`config.mk`:
```
export PLATFORM = sky130hd
export DESIGN_NAME = vga_pattern_sequencer_flat
export DESIGN_NICKNAME = d
export VERILOG_FILES = /design/src/rtl/vga_pattern_sequencer_if.sv /design/src/rtl/vga_pattern_sequencer.sv /design/src/flat_wrapper.sv
export SDC_FILE = /design/constraint.sdc
export NUM_CORES = 1
export LEC_CHECK = 0
export CAP_MARGIN = 10
export CORE_MARGIN = 5
export CORE_UTILIZATION = 46
export DETAILED_ROUTE_END_ITERATION = 12
export PLACE_DENSITY = 0.77
export SLEW_MARGIN = 25
export SYNTH_ARGS = -nofsm -noshare
export SYNTH_HDL_FRONTEND = slang
export SYNTH_SLANG_ARGS = --single-unit
export TNS_END_PERCENT = 10
```
`constraint.sdc`:
```
create_clock -name clock -period 2 [get_ports clock]
set_input_delay 0.4 -clock clock [delete_from_list [all_inputs] [get_ports clock]]
set_output_delay 0.4 -clock clock [all_outputs]
set_load 0.02 [all_outputs]
```
`src/rtl/vga_pattern_sequencer_if.sv`:
```
// Coordinate and colour bus between the VGA controller and the pattern sequencer.
// The controller (master) drives coordinates and controls; the sequencer (slave) returns RGB.
interface vga_pattern_sequencer_if;
    localparam int unsigned COORD_W = 10;
    localparam int unsigned COLOR_W = 10;
    localparam int unsigned ID_W    = 2;

    logic               auto;
    logic [ID_W-1:0]    mode_sel;
    logic [COORD_W-1:0] pixel_x;
    logic [COORD_W-1:0] pixel_y;
    logic [COLOR_W-1:0] red;
    logic [COLOR_W-1:0] green;
    logic [COLOR_W-1:0] blue;
    logic [ID_W-1:0]    pattern_id;
    logic               frame_tick;

    modport master (
        output auto, mode_sel, pixel_x, pixel_y,
        input  red, green, blue, pattern_id, frame_tick
    );

    modport slave (
        input  auto, mode_sel, pixel_x, pixel_y,
        output red, green, blue, pattern_id, frame_tick
    );
endinterface

```
`src/rtl/vga_pattern_sequencer.sv`:
```
// Test-pattern generator for the VGA colour path.
// Pattern changes only at frame start, so a switch can never tear the picture.
module vga_pattern_sequencer #(
    parameter int unsigned FRAMES_PER_PATTERN = 60,
    parameter int unsigned H_LAST             = 639,
    parameter int unsigned V_LAST             = 479
) (
    input  logic                   clock,
    input  logic                   resetn,
    vga_pattern_sequencer_if.slave bus
);
    localparam int unsigned COORD_W = 10;
    localparam int unsigned COLOR_W = 10;
    localparam int unsigned CNT_W   = 8;

    typedef enum logic [1:0] {
        BARS     = 2'd0,
        CHECKER  = 2'd1,
        GRADIENT = 2'd2,
        BORDER   = 2'd3
    } state_t;

    state_t               state_q, state_d;
    logic [CNT_W-1:0]     count_q, count_d;
    logic [COORD_W-1:0]   prev_y_q;
    logic                 frame_tick_q;
    logic [COLOR_W-1:0]   red_q, green_q, blue_q;
    logic [COLOR_W-1:0]   red_c, green_c, blue_c;
    logic                 frame_start_c;
    logic                 checker_c;
    logic                 on_border_c;

    assign frame_start_c = (bus.pixel_y == '0) && (prev_y_q != '0);

    // State register, frame detection and registered colour.
    always_ff @(posedge clock or negedge resetn) begin
        if (!resetn) begin
            state_q      <= BARS;
            count_q      <= '0;
            prev_y_q     <= '0;
            frame_tick_q <= 1'b0;
            red_q        <= '0;
            green_q      <= '0;
            blue_q       <= '0;
        end else begin
            state_q      <= state_d;
            count_q      <= count_d;
            prev_y_q     <= bus.pixel_y;
            frame_tick_q <= frame_start_c;
            red_q        <= red_c;
            green_q      <= green_c;
            blue_q       <= blue_c;
        end
    end

    // Next pattern; auto/manual choice is sampled only at frame start.
    always_comb begin
        state_d = state_q;
        count_d = count_q;
        if (frame_start_c) begin
            if (bus.auto) begin
                if (count_q == CNT_W'(FRAMES_PER_PATTERN - 1)) begin
                    count_d = '0;
                    state_d = state_t'(state_q + 2'd1);
                end else begin
                    count_d = count_q + CNT_W'(1);
                end
            end else begin
                count_d = '0;
                state_d = state_t'(bus.mode_sel);
            end
        end
    end

    assign checker_c   = bus.pixel_x[5] ^ bus.pixel_y[5];
    assign on_border_c = (bus.pixel_x == '0) || (bus.pixel_x == COORD_W'(H_LAST)) ||
                         (bus.pixel_y == '0) || (bus.pixel_y == COORD_W'(V_LAST));

    // Pattern equations for the current pixel.
    always_comb begin
        red_c   = '0;
        green_c = '0;
        blue_c  = '0;
        case (state_q)
            BARS: begin
                red_c   = {COLOR_W{~bus.pixel_x[8]}};
                green_c = {COLOR_W{~bus.pixel_x[7]}};
                blue_c  = {COLOR_W{~bus.pixel_x[6]}};
            end
            CHECKER: begin
                red_c   = {COLOR_W{checker_c}};
                green_c = {COLOR_W{checker_c}};
                blue_c  = {COLOR_W{checker_c}};
            end
            GRADIENT: begin
                red_c   = bus.pixel_x;
                green_c = {bus.pixel_y[8:0], 1'b0};
            end
            BORDER: begin
                red_c   = {COLOR_W{on_border_c}};
                green_c = {COLOR_W{on_border_c}};
                blue_c  = {COLOR_W{on_border_c}};
            end
            default: ;
        endcase
    end

    assign bus.red        = red_q;
    assign bus.green      = green_q;
    assign bus.blue       = blue_q;
    assign bus.pattern_id = state_q;
    assign bus.frame_tick = frame_tick_q;
endmodule

```
`src/flat_wrapper.sv`:
```
// flat-port wrapper written by rule: the top's interface ports become plain ports
module vga_pattern_sequencer_flat 
#(
    parameter int unsigned FRAMES_PER_PATTERN = 60,
    parameter int unsigned H_LAST             = 639,
    parameter int unsigned V_LAST             = 479
)
  (clock, resetn, bus_auto, bus_mode_sel, bus_pixel_x, bus_pixel_y, bus_red, bus_green, bus_blue, bus_pattern_id, bus_frame_tick);
  vga_pattern_sequencer_if bus_i ();
  input  logic clock;
  input  logic resetn;
  input wire logic [$bits(bus_i.auto)-1:0] bus_auto;
  input wire logic [$bits(bus_i.mode_sel)-1:0] bus_mode_sel;
  input wire logic [$bits(bus_i.pixel_x)-1:0] bus_pixel_x;
  input wire logic [$bits(bus_i.pixel_y)-1:0] bus_pixel_y;
  output wire logic [$bits(bus_i.red)-1:0] bus_red;
  output wire logic [$bits(bus_i.green)-1:0] bus_green;
  output wire logic [$bits(bus_i.blue)-1:0] bus_blue;
  output wire logic [$bits(bus_i.pattern_id)-1:0] bus_pattern_id;
  output wire logic [$bits(bus_i.frame_tick)-1:0] bus_frame_tick;
  assign bus_i.auto = bus_auto;
  assign bus_i.mode_sel = bus_mode_sel;
  assign bus_i.pixel_x = bus_pixel_x;
  assign bus_i.pixel_y = bus_pixel_y;
  assign bus_red = bus_i.red;
  assign bus_green = bus_i.green;
  assign bus_blue = bus_i.blue;
  assign bus_pattern_id = bus_i.pattern_id;
  assign bus_frame_tick = bus_i.frame_tick;
  vga_pattern_sequencer #(.FRAMES_PER_PATTERN(FRAMES_PER_PATTERN), .H_LAST(H_LAST), .V_LAST(V_LAST)) u_core (.clock(clock), .resetn(resetn), .bus(bus_i));
endmodule
```
# --- Yosys cells after proc, flatten, opt, wreduce, memory -nomap -nowiden ---
# Cells that the tools add are included.
word_totals:
  inputBits: 25
  reg_bits: 51
  out_inout_bits: 33
  elab_cells: 36
op_classes:
  bitwise_logic: 4
  reduce_logical: 9
  muxes: 7
  n_addsub: 2
  eq_ne: 7
ops:
  columns: ["operator", "count"]
  rows:
  - ["$pmux 10 s4", 2]
  - ["$pmux 10 s3", 1]
  - ["$logic_not 10->1", 2]
  - ["$mux 8", 2]
  - ["$eq 10x10->1 const B", 1]
  - ["$eq 10x9->1 const B", 1]
  - ["$reduce_bool 10->1", 1]
  - ["$add 8x1->8 const B", 1]
  - ["$eq 8x6->1 const B", 1]
  - ["$eq 2x2->1 const B", 2]
  - ["$mux 2", 2]
  - ["$logic_or 1x1->1", 3]
  - ["$not 1->1", 3]
  - ["$add 2x1->2 const B", 1]
  - ["$eq 2x1->1 const B", 1]
  - ["$logic_not 2->1", 1]
  - ["$ne 2x1->1 const B", 1]
  - ["$reduce_and 2->1", 1]
  - ["$logic_and 1x1->1", 1]
  - ["$xor 1x1->1", 1]

# --- Depth between registers and ports, before layout ---
depth:
  ltp_word: 5
  mapped_depth: 7
  depth_no_buf: 6

# --- Least setup slack after synthesis ---
# No wires, ideal clock.
synth_timing:
  path_type: "register to register"
  start: "reg u_core.state_q[0] (netlist: u_core.bus.pattern_id[0])"
  end: "reg u_core.red_q[0] (netlist: u_core.bus.red[0])"
  setup_slack_ns: 0.140
  t_required_ns: 1.869
  period_less_slack_ns: 1.860
  setup_ns: 0.131
  path_buffers: 1
  stages_incl_launch_ff: 6
  t_arrival_ns: 1.730
  cell_sequence: "dfrtp_1 inv_1 ha_1 o41ai_4 buf_6 o21ai_1"
synth_via:
  elab_chain_len: 2
  elab_cells_between_ends: 5
  classes_between: "eq/ne (3); mux (1); reduce/logical (1)"
synth_rtl:
  columns: ["element", "line", "text"]
  rows:
  - ["from (decl)", "vga_pattern_sequencer.sv:23", "state_t state_q, state_d;"]
  - ["from (signal assigned)", "vga_pattern_sequencer.sv:46", "state_q <= state_d;"]
  - ["$eq 2x2->1, or another cell as far along", "vga_pattern_sequencer.sv:84", "case (state_q)"]
  - ["$pmux 10 s4 (*)", "vga_pattern_sequencer.sv:84", null]
  - ["net u_core.red_c[0]", "vga_pattern_sequencer.sv:28", "logic [COLOR_W-1:0] red_c, green_c, blue_c;"]
  - ["to (signal assigned)", "vga_pattern_sequencer.sv:50", "red_q <= red_c;"]
  - ["to (decl)", "vga_pattern_sequencer.sv:27", "logic [COLOR_W-1:0] red_q, green_q, blue_q;"]
# The timed path passes the listed nets; every way through them passes the cells marked *.
# A chain may end at the register's enable or synchronous reset.

# --- Worst setup path in the final report ---
layout_timing:
  start: "in bus_pixel_x[5]"
  end: "reg u_core.green_q[3] (netlist: u_core.bus.green[3])"
layout_via:
  elab_chain_len: 5
  elab_cells_between_ends: 7
  classes_between: "eq/ne (1); mux (1); bitwise (1); reduce/logical (4)"
layout_rtl:
  columns: ["element", "line", "text"]
  rows:
  - ["from (decl)", "flat_wrapper.sv:14", "input wire logic [$bits(bus_i.pixel_x)-1:0] bus_pixel_x;"]
  - ["$eq 10x10->1 or $logic_not 10->1 (tied branches)", "vga_pattern_sequencer.sv:76", "assign on_border_c = (bus.pixel_x == '0) || (bus.pixel_x == COORD_W'(H_LAST)) ||"]
  - ["$logic_or 1x1->1 (2 in a row)", "vga_pattern_sequencer.sv:76", null]
  - ["$logic_or 1x1->1", "vga_pattern_sequencer.sv:77", "(bus.pixel_y == '0) || (bus.pixel_y == COORD_W'(V_LAST));"]
  - ["$pmux 10 s4 (*)", "vga_pattern_sequencer.sv:84", null]
  - ["net u_core.green_c[3]", "vga_pattern_sequencer.sv:28", null]
  - ["to (signal assigned)", "vga_pattern_sequencer.sv:51", "green_q <= green_c;"]
  - ["to (decl)", "vga_pattern_sequencer.sv:27", null]
# Marks and branches as above.

==> out/metrics.csv <==
metric,value,unit
Clock Skews,1.90,ps
clock slew at reported path FFs,80,ps
GP Congestion,0.816,
clk root buf,clkbuf_8,
fin crit share,96.6,%
Post-Syn Nets,210,
Max Slew Vio Count,0,
Nets,291,
CP Capture Type,flop,
synth-to-layout area growth,47.2,%
WP data required,2220,ps
antenna cells,0,
crit path DAT,2150,ps
CTS Buf Count,5,
Worst slew margin,62.2,%
layout cell share with drive strength beyond 1,20.7,%
status,"complete, no violations",
peak supply drop,0.530,mV
Die Span X,74.7,um
gr ovfl total,0,
vias in the first global route,1668,
Seq cells post-synth,42,
CTS H-tree depth,2,
Slew @ Worst Pin,566,ps
"Cell Area, Synth",1930,um2
most frequent cells in the layout,"clkdlybuf4s50_1, dfrtp_1, buf_4",
Clock Path Buffers,2,
Die Ht,74.7,um
Initial Util,47.9,%
Initial DRT Pass Iterations,4,
crit path max fanout,9,
io pins,58,
initial antenna violation count,0,
Power Dens Cells,704,nW/um2
via count,1644,
leakage power,1.26,nW
hold crit path type,input pin to async pin,
post-synth cell types,37,
Final Power,2.00,mW
first-pass GRT wire length,7.91,mm
wire per inst,15.5,um
gr usage total,19.1,%
"Clk Latency, worst-skew pair",290,ps
core region area,4030,um2
"most common cell after layout, fill and taps aside",clkdlybuf4s50_1,
DR iter-0 viols,98,
worst hold margin,88.0,ps
critical path launch point type,input pin,
largest net degree at the start of global routing,25,
number of setup violations in the final report,0,
WL final,4.81,mm
Mapped Cells,179,
Sink Count,42,
TritonCTS clock tree,yes,
via/cell ratio,5.29,
Rows,23,
# DRC,0,
fin crit period,1930,ps
die area,5590,um2
sequential area share after synthesis,54.5,%
DRT antenna net count,0,
Crit Path Class,input pin to flop,
"Avg Cell Area, Syn",10.8,um2
Fin. Hold Viols,0,
# port buffers,57,
Yosys warning count,0,
DP HPWL,3.51,mm
Fmax,0.518,GHz
max cap viols,0,
report_power, final:
part	internal (mW)	total [mW]	leakage [nW]	switching, mW
sequential	0.903	0.924	0.533	0.0210
combinational	0.208	0.411	0.671	0.202
clock	0.367	0.664	0.0579	0.297
Yosys cell counts, drive strengths merged:
| master | number | area (um2) |
|---|---|---|
| nor4 | 6 | 43.8 |
| and3 | 2 | 12.5 |
| nand4 | 4 | 25.0 |
| a31oi | 3 | 18.8 |
| xor2 | 1 | 8.76 |
| or2 | 2 | 15.0 |
| nand2 | 25 | 93.8 |
| o31ai | 5 | 52.6 |
| or3 | 1 | 6.26 |
| o2111ai | 1 | 8.76 |
| clkbuf | 3 | 11.3 |
| mux2i | 2 | 20.0 |
| inv | 4 | 15.0 |
| a21oi | 1 | 5.00 |
| nor2 | 4 | 15.0 |
| nand2b | 3 | 26.3 |
| buf | 12 | 93.8 |
| nor2b | 4 | 25.0 |
| ha | 6 | 75.1 |
| o41ai | 3 | 60.1 |
| nand3b | 1 | 7.51 |
| dfrtp | 42 | 1050 |
| o21ai | 29 | 145 |
| and2 | 3 | 18.8 |
| o211ai | 1 | 7.51 |
| a211oi | 1 | 12.5 |
| nand3 | 9 | 45.0 |
| o2bb2ai | 1 | 8.76 |
layout make-up:
cell class,count,area [um2]
Fill cell,301,1190
Sequential cell,42,1050
Multi-Input combinational cell,118,777
Inverter,4,15.0
Timing Repair Buffer,89,823
Clock buffer,5,68.8
Tap cell,50,62.6
Clock inverter,3,40.0
kinds of logic (layout without fill, tap and decap cells):
logic type	count (synthesis)	in the layout	share of synthesized area [%]
buffers and inverters	19	101	6.23
and+or+nand+nor	64	64	17.3
adders and majority gates	6	6	3.89
AOI/OAI and AO/OA	45	45	16.5
xor gates and xnor gates	1	1	0.454
DFF	42	42	54.5
muxes	2	2	1.04
state kept, by name, indices dropped and copies added, names as in the netlist:
name and flops:
u_core.bus.blue 1, u_core.bus.pattern_id 2, u_core.prev_y_q 10, u_core.bus.red 10, u_core.bus.frame_tick 1, u_core.count_q 8
u_core.bus.green 10
stage by stage:
stage	setup WS, ps	TNS [ps]	util (%)	instance area, um2	std cells
finish	68.5	0	70.4	2840	311
global route	-33.1	-156	70.4	2840	311
CTS	17.1	0	69.8	2810	311
detailed placement	-578	-12540	66.7	2690	301
global placement	-511	-11130	66.7	2690	301
floorplan	140	0	-	1930	179
worst max-delay path: stages:
cell             delay, ps
clkdlybuf4s50_1        430
buf_4                  160
nor4_2                 270
nand2_1                140
a211oi_4               290
o41ai_4                130
buf_4                  190
o21ai_1                140
per-layer routing:
metal	up-vias	wire length, um	GRT usage, %
met3	6	365	4.67
li1	787	-	-
met4	0	65	7.51
met1	787	2090	25.1
met5	-	0	0
met2	64	2300	30.3
worst paths after layout:
check	start	slack [ps]	end	depth (start not counted)
worst max-delay path	bus_pixel_x[5]	70	u_core.bus.green[3]$_DFF_PN0_	8
worst min-delay path	resetn	90	u_core.bus.red[0]$_DFF_PN0_	1
worst max register to register	u_core.bus.pattern_id[0]$_DFFE_PN0P_	150	u_core.bus.green[3]$_DFF_PN0_	7
worst min register to register	u_core.count_q[7]$_DFFE_PN0P_	510	u_core.count_q[7]$_DFFE_PN0P_	1
max in group asynchronous	resetn	1420	u_core.prev_y_q[4]$_DFF_PN0_	2
min in group clock	bus_pixel_y[4]	430	u_core.prev_y_q[4]$_DFF_PN0_	2
repair_timing:
| action | in CTS | in global routing |
|---|---|---|
| endpoints found under the setup margin | 19 | 23 |
| buffers inserted | 2 | 0 |
| hold buffers | 0 | 0 |
| pin swaps | 1 | 4 |
| gates resized for setup | 0 | 5 |
(Power assumes the default switching activity.)
